File: config.mk
export PLATFORM = sky130hd
export DESIGN_NAME = mem_port_arbiter
export DESIGN_NICKNAME = d
export VERILOG_FILES = /design/src/rtl/mem_port_arbiter.sv
export SDC_FILE = /design/constraint.sdc
export NUM_CORES = 1
export LEC_CHECK = 0
export CAP_MARGIN = 20
export CORE_MARGIN = 8
export CORE_UTILIZATION = 35
export CTS_CLUSTER_SIZE = 12
export DETAILED_ROUTE_END_ITERATION = 10
export PLACE_DENSITY = 0.74
export RECOVER_POWER = 50
export SKIP_LAST_GASP = 1
export SLEW_MARGIN = 20
export SYNTH_ARGS = -nofsm -noshare
export SYNTH_HDL_FRONTEND = slang
export SYNTH_SLANG_ARGS = --single-unit
File: constraint.sdc
create_clock -name clk -period 2.5 [get_ports clk]
set_input_delay 0.5 -clock clk [delete_from_list [all_inputs] [get_ports clk]]
set_output_delay 0.5 -clock clk [all_outputs]
set_load 0.02 [all_outputs]
File: src/rtl/mem_port_arbiter.sv
// Round-robin arbiter that lets NUM_CORE cores share one data-memory port pair.
// Each granted request is latched, issued as a single ins pulse, and answered with one rsp_valid pulse.
module mem_port_arbiter #(
    parameter int NUM_CORE         = 2,
    parameter int DOUBLEWORD_WIDTH = 64,
    parameter int ADDR_WIDTH_DM    = 8,
    parameter int DATA_TYPE_WIDTH  = 2,
    parameter int LOCK_EN          = 1
) (
    input  logic                                    clk,
    input  logic                                    rst_n,
    input  logic [NUM_CORE-1:0]                     req_valid,
    input  logic [NUM_CORE-1:0]                     req_wr,
    input  logic [NUM_CORE*ADDR_WIDTH_DM-1:0]       req_addr,
    input  logic [NUM_CORE*DATA_TYPE_WIDTH-1:0]     req_type,
    input  logic [NUM_CORE*DOUBLEWORD_WIDTH-1:0]    req_wdata,
    input  logic [NUM_CORE-1:0]                     req_lock,
    output logic [NUM_CORE-1:0]                     req_ready,
    output logic [NUM_CORE-1:0]                     rsp_valid,
    output logic [DOUBLEWORD_WIDTH-1:0]             rsp_rdata,
    output logic [ADDR_WIDTH_DM-1:0]                addr_wr,
    output logic [ADDR_WIDTH_DM-1:0]                addr_rd,
    output logic [DATA_TYPE_WIDTH-1:0]              data_type_wr,
    output logic [DATA_TYPE_WIDTH-1:0]              data_type_rd,
    output logic [DOUBLEWORD_WIDTH-1:0]             data_bus_wr,
    output logic                                    wr_ins,
    output logic                                    rd_ins,
    input  logic [DOUBLEWORD_WIDTH-1:0]             data_bus_rd,
    input  logic                                    wr_idle,
    input  logic                                    rd_idle,
    output logic [$clog2(NUM_CORE)-1:0]             grant_id
);

    localparam int IDW = $clog2(NUM_CORE);
    localparam logic [NUM_CORE-1:0] ONE_HOT0 = {{(NUM_CORE-1){1'b0}}, 1'b1};

    typedef enum logic [2:0] {
        ARB   = 3'd0,
        ISSUE = 3'd1,
        GAP   = 3'd2,
        WAIT  = 3'd3,
        RESP  = 3'd4
    } state_t;

    state_t                         state_r;
    state_t                         next_s;
    logic [IDW-1:0]                 ptr_r;
    logic [IDW-1:0]                 grant_r;
    logic                           wr_lat_r;
    logic [NUM_CORE-1:0]            req_ready_r;
    logic [NUM_CORE-1:0]            rsp_valid_r;
    logic [DOUBLEWORD_WIDTH-1:0]    rsp_rdata_r;
    logic [ADDR_WIDTH_DM-1:0]       addr_wr_r;
    logic [ADDR_WIDTH_DM-1:0]       addr_rd_r;
    logic [DATA_TYPE_WIDTH-1:0]     type_wr_r;
    logic [DATA_TYPE_WIDTH-1:0]     type_rd_r;
    logic [DOUBLEWORD_WIDTH-1:0]    data_wr_r;
    logic                           wr_ins_r;
    logic                           rd_ins_r;
    logic [NUM_CORE-1:0]            lock_s;
    logic [IDW-1:0]                 sel_s;
    logic [IDW-1:0]                 idx_s;
    logic                           idle_s;

    assign lock_s = (LOCK_EN != 0) ? req_lock : {NUM_CORE{1'b0}};
    assign idle_s = wr_lat_r ? wr_idle : rd_idle;

    // Round-robin pick starting after the last grant; a held lock re-selects the last grant.
    always_comb begin
        sel_s = ptr_r;
        idx_s = ptr_r;
        // Walk the search order backwards so the earliest requester in order is written last.
        for (int i = NUM_CORE; i >= 1; i--) begin
            idx_s = IDW'((int'(ptr_r) + i) % NUM_CORE);
            sel_s = req_valid[idx_s] ? idx_s : sel_s;
        end
        sel_s = (lock_s[ptr_r] && req_valid[ptr_r]) ? ptr_r : sel_s;
    end

    // FSM state register.
    always_ff @(posedge clk or negedge rst_n) begin
        if (!rst_n) begin
            state_r <= ARB;
        end else begin
            state_r <= next_s;
        end
    end

    // FSM next-state logic.
    always_comb begin
        next_s = state_r;
        case (state_r)
            ARB: begin
                if (|req_valid) next_s = ISSUE;
                else            next_s = ARB;
            end
            ISSUE: begin
                if (idle_s) next_s = GAP;
                else        next_s = ISSUE;
            end
            GAP:  next_s = WAIT;
            WAIT: begin
                if (idle_s) next_s = RESP;
                else        next_s = WAIT;
            end
            RESP:    next_s = ARB;
            default: next_s = ARB;
        endcase
    end

    // Request latch, memory-side drive and response registers.
    always_ff @(posedge clk or negedge rst_n) begin
        if (!rst_n) begin
            ptr_r       <= IDW'(NUM_CORE - 1);
            grant_r     <= '0;
            wr_lat_r    <= 1'b0;
            req_ready_r <= '0;
            rsp_valid_r <= '0;
            rsp_rdata_r <= '0;
            addr_wr_r   <= '0;
            addr_rd_r   <= '0;
            type_wr_r   <= '0;
            type_rd_r   <= '0;
            data_wr_r   <= '0;
            wr_ins_r    <= 1'b0;
            rd_ins_r    <= 1'b0;
        end else begin
            req_ready_r <= '0;
            rsp_valid_r <= '0;
            wr_ins_r    <= 1'b0;
            rd_ins_r    <= 1'b0;
            case (state_r)
                ARB: begin
                    if (|req_valid) begin
                        req_ready_r <= ONE_HOT0 << sel_s;
                        grant_r     <= sel_s;
                        ptr_r       <= sel_s;
                        wr_lat_r    <= req_wr[sel_s];
                        // Only the port used by this access is reloaded; the other keeps its last value.
                        if (req_wr[sel_s]) begin
                            addr_wr_r <= req_addr[sel_s*ADDR_WIDTH_DM +: ADDR_WIDTH_DM];
                            type_wr_r <= req_type[sel_s*DATA_TYPE_WIDTH +: DATA_TYPE_WIDTH];
                            data_wr_r <= req_wdata[sel_s*DOUBLEWORD_WIDTH +: DOUBLEWORD_WIDTH];
                        end else begin
                            addr_rd_r <= req_addr[sel_s*ADDR_WIDTH_DM +: ADDR_WIDTH_DM];
                            type_rd_r <= req_type[sel_s*DATA_TYPE_WIDTH +: DATA_TYPE_WIDTH];
                        end
                    end
                end
                ISSUE: begin
                    if (idle_s) begin
                        wr_ins_r <= wr_lat_r;
                        rd_ins_r <= ~wr_lat_r;
                    end
                end
                WAIT: begin
                    if (idle_s && !wr_lat_r) rsp_rdata_r <= data_bus_rd;
                end
                RESP:    rsp_valid_r <= ONE_HOT0 << grant_r;
                default: ;
            endcase
        end
    end

    assign req_ready    = req_ready_r;
    assign rsp_valid    = rsp_valid_r;
    assign rsp_rdata    = rsp_rdata_r;
    assign addr_wr      = addr_wr_r;
    assign addr_rd      = addr_rd_r;
    assign data_type_wr = type_wr_r;
    assign data_type_rd = type_rd_r;
    assign data_bus_wr  = data_wr_r;
    assign wr_ins       = wr_ins_r;
    assign rd_ins       = rd_ins_r;
    assign grant_id     = grant_r;

endmodule

==> summary.md <==
| Metric | Value |
|---|---|
| Initial Utilization | 35.6% |
| CTS Root Cell | clkbuf_16 |
| CTS max path bufs | 2 |
| Most frequent cells in the layout | 362 x clkdlybuf4s50_1, 159 x dfrtp_1, 87 x inv_1 |
| Worst path required time | 2800 ps |
| Antenna diodes | 0 |
| Post-route ant nets | 0 |
| Layout cell share with drive strength beyond 1 | 17.7% |
| First-pass GRT wire length | between 30000 and 40000 um |
| Post-Syn Nets | 774 |
| Clock slew at reported path FFs | about 70 ps |
| FMAX | 0.475 GHz |
| Die ar. | 23600 um^2 |
| Hold WS | ~460 ps |
| Most common cell after layout, fill and taps aside | clkdlybuf4s50_1 |
| DP Wirelength | ~19000 um |
| Util after Layout | 60.8% |
| Failing checks | max-capacitance violations, max-slew violations |
| PnR worst setup slack | slightly below 400 ps |
| DRT Wirelength | ~24000 um |
| Psw | a little over 0.005 W |
| Final setup vio count | 0 |
| Number of H-tree levels | 4 |
| Cell count after synthesis | 552 |
| Ports | 377 |
| Worst Clk Skew | ~16 ps |
| Drt drc | 0 |
| Nets | 1151 |
| Worst-Skew Late Latency | 410 ps |
| Yosys warnings | 0 |
| CTS sink cnt | 160 |
| CP Max Fanout | 12 |
| Post-Syn Area | 6640 um^2 |
| Measured slew at the worst slew-check pin | ~1500 ps |
| Largest net degree at the start of global routing | 75 |
| DR iter-0 viols | between 200 and 250 |
| Leakage power | around 5 nW |
| Initial antenna violation count | 1 |
| Chip Width | 154 um |
| Netlist cell types | 31 |
| Clk pwr share | 18.5% |
| Max-slew violations | slightly below 60 |
| Period utilisation layout | 84.2% |
| Hold Buf Count CTS | 0 |
| Synth-to-Final Area Change | 70.7% |
| PortBufs | 376 |
| Vias in the first global route | 6079 |
| Crit path kind | flop to flop |
| PwrDens | about 1200 nW/um^2 |
| Site Rows | 50 |
| First-pass detailed-route iteration total | 4 |
| Power share of the sequential group | 32.8% |
| Core Box Area | 18600 um^2 |
| CP Launch Type | flop |
| CTS buffer count | 17 |
| Final critical-path required period | ~2100 ps |
| Comb pwr share | 48.7% |
| Peak supply drop | 0.501 mV |
| Status | finished with violations |
| Filler cells | 1517 |
| GRT Util Overall | 20.0% |
| Max-slew headroom | -2.48% |
| Total grt overflow | 0 |
| Gpl congestion | 0.812 |
| Int Pwr | 0.00854 W |
| CTS resizes | 0 |
| Setup bufs post-CTS | 0 |
| Crit path arrival time | 2400 ps |
| Register bit total from synthesis | 160 |
| Crit end category | flop |
| Total chip power | 0.0136 W |
| Vias/cell | 4.82 |
| Setup TNS | 0 ps |
| Die height | around 150 um |
| Placement Setup Slack | 136 ps |
| Seq/Total Area, Yosys | between 60% and 70% |
| RSZ-0062 raised after global routing | false |
| Syn avg cell area | around 12 um^2 |
| Fin. Hold Viols | 0 |
| Routed vias | between 5000 and 6000 |
| Max cap viols | 1 |
| Routed len/inst | 20.3 um |
| Min-Delay Path Class | primary input to async pin |
| TritonCTS clock tree | built |
| Fraction of power spent switching nets | a little under two fifths |
area by class of cell:
cell class	instances	area [um^2]	area share, %
clock buffers	22	474	4.19
clock inverters	10	100	0.884
inverters	87	327	2.88
multi-input cells	272	2160	19.1
flip-flops and latches	160	4010	35.4
well taps	234	293	2.58
repair buffers	391	3970	35.0
final timing paths:
path	startpoint	endpoint	slack [ps]	cells after the start
worst max-delay path	state_r[2]	rsp_rdata[3]	390	4
worst min-delay path	rst_n	rsp_rdata[18]	460	1
worst max register to register	state_r[2]	rsp_rdata[3]	390	4
worst min register to register	rsp_rdata[33]	rsp_rdata[33]	500	1
max in group asynchronous	rst_n	data_bus_wr[23]	1040	2
min in group clk	rsp_rdata[33]	rsp_rdata[33]	500	1
kinds of logic after synthesis:
logic type | after synthesis | share of synthesized area [%]
DFF | 160 | 60.4
muxes | 65 | 11.0
AOI/OAI and AO/OA | 176 | 18.2
xor gates and xnor gates | 1 | 0.132
buffers and inverters | 120 | 7.71
and+or+nand+nor | 30 | 2.64
state kept, by name, summed over array words and instances (netlist names), 2 cells and up:
signal and cells:
addr_wr 8, state_r 3, addr_rd 8, data_bus_wr 64, data_type_rd 2, data_type_wr 2, req_ready 2, rsp_rdata 64
rsp_valid 2
layer usage:
metal | global-route usage (%) | share of wire (%) | vias to the layer above
li1 | - | - | 2676
met2 | 35.3 | 52 | 203
met5 | 0 | 0.054 | -
met4 | 6.02 | 1.5 | 2
met1 | 23.2 | 40 | 2773
met3 | 5.52 | 6.5 | 19
through the flow:
stage	area, um^2	std cells
after floorplan	6640	552
after global placement	10800	1144
after detailed placement	10800	1144
after CTS	11400	1176
after global routing	11300	1176
final	11300	1176
power groups by stage:
| stage | sequential [W] | clock (W) | combinational [W] |
|---|---|---|---|
| 3_3_place_gp | 0.00445 | 0 | 0.00665 |
| 4_1_cts | 0.00448 | 0.00257 | 0.00676 |
| 2_1_floorplan | 0.00586 | 0 | 0.00184 |
| 6_report | 0.00446 | 0.00251 | 0.00661 |
| 3_5_place_dp | 0.00450 | 0 | 0.00674 |
| 5_1_grt | 0.00461 | 0.00270 | 0.00700 |
worst max-delay path, cell delays in order (launching register included):
cell	delay [ps]
dfrtp_1	470
nand3b_1	280
nor2_4	260
clkbuf_1	570
mux2_2	410
cells in the mapped netlist (all sizes together):
library cell	n	area [um^2]
buf	21	140
inv	87	327
dfrtp	159	3980
mux2i	1	10.0
o31a	1	8.76
clkbuf	12	45.0
a311oi	1	8.76
o311ai	4	42.6
nand2b	1	6.26
dfstp	1	26.3
mux2	64	721
nand3b	1	7.51
a21oi	84	604
nand2	4	15.0
and3	1	6.26
o311a	1	10.0
nor2	12	47.6
o21ai	1	5.00
nor3	1	10.0
and2	4	25.0
nor4b	1	23.8
xnor2	1	8.76
nor2b	4	25.0
o22ai	84	526
or3b	1	8.76
(Power assumes the default switching activity.)
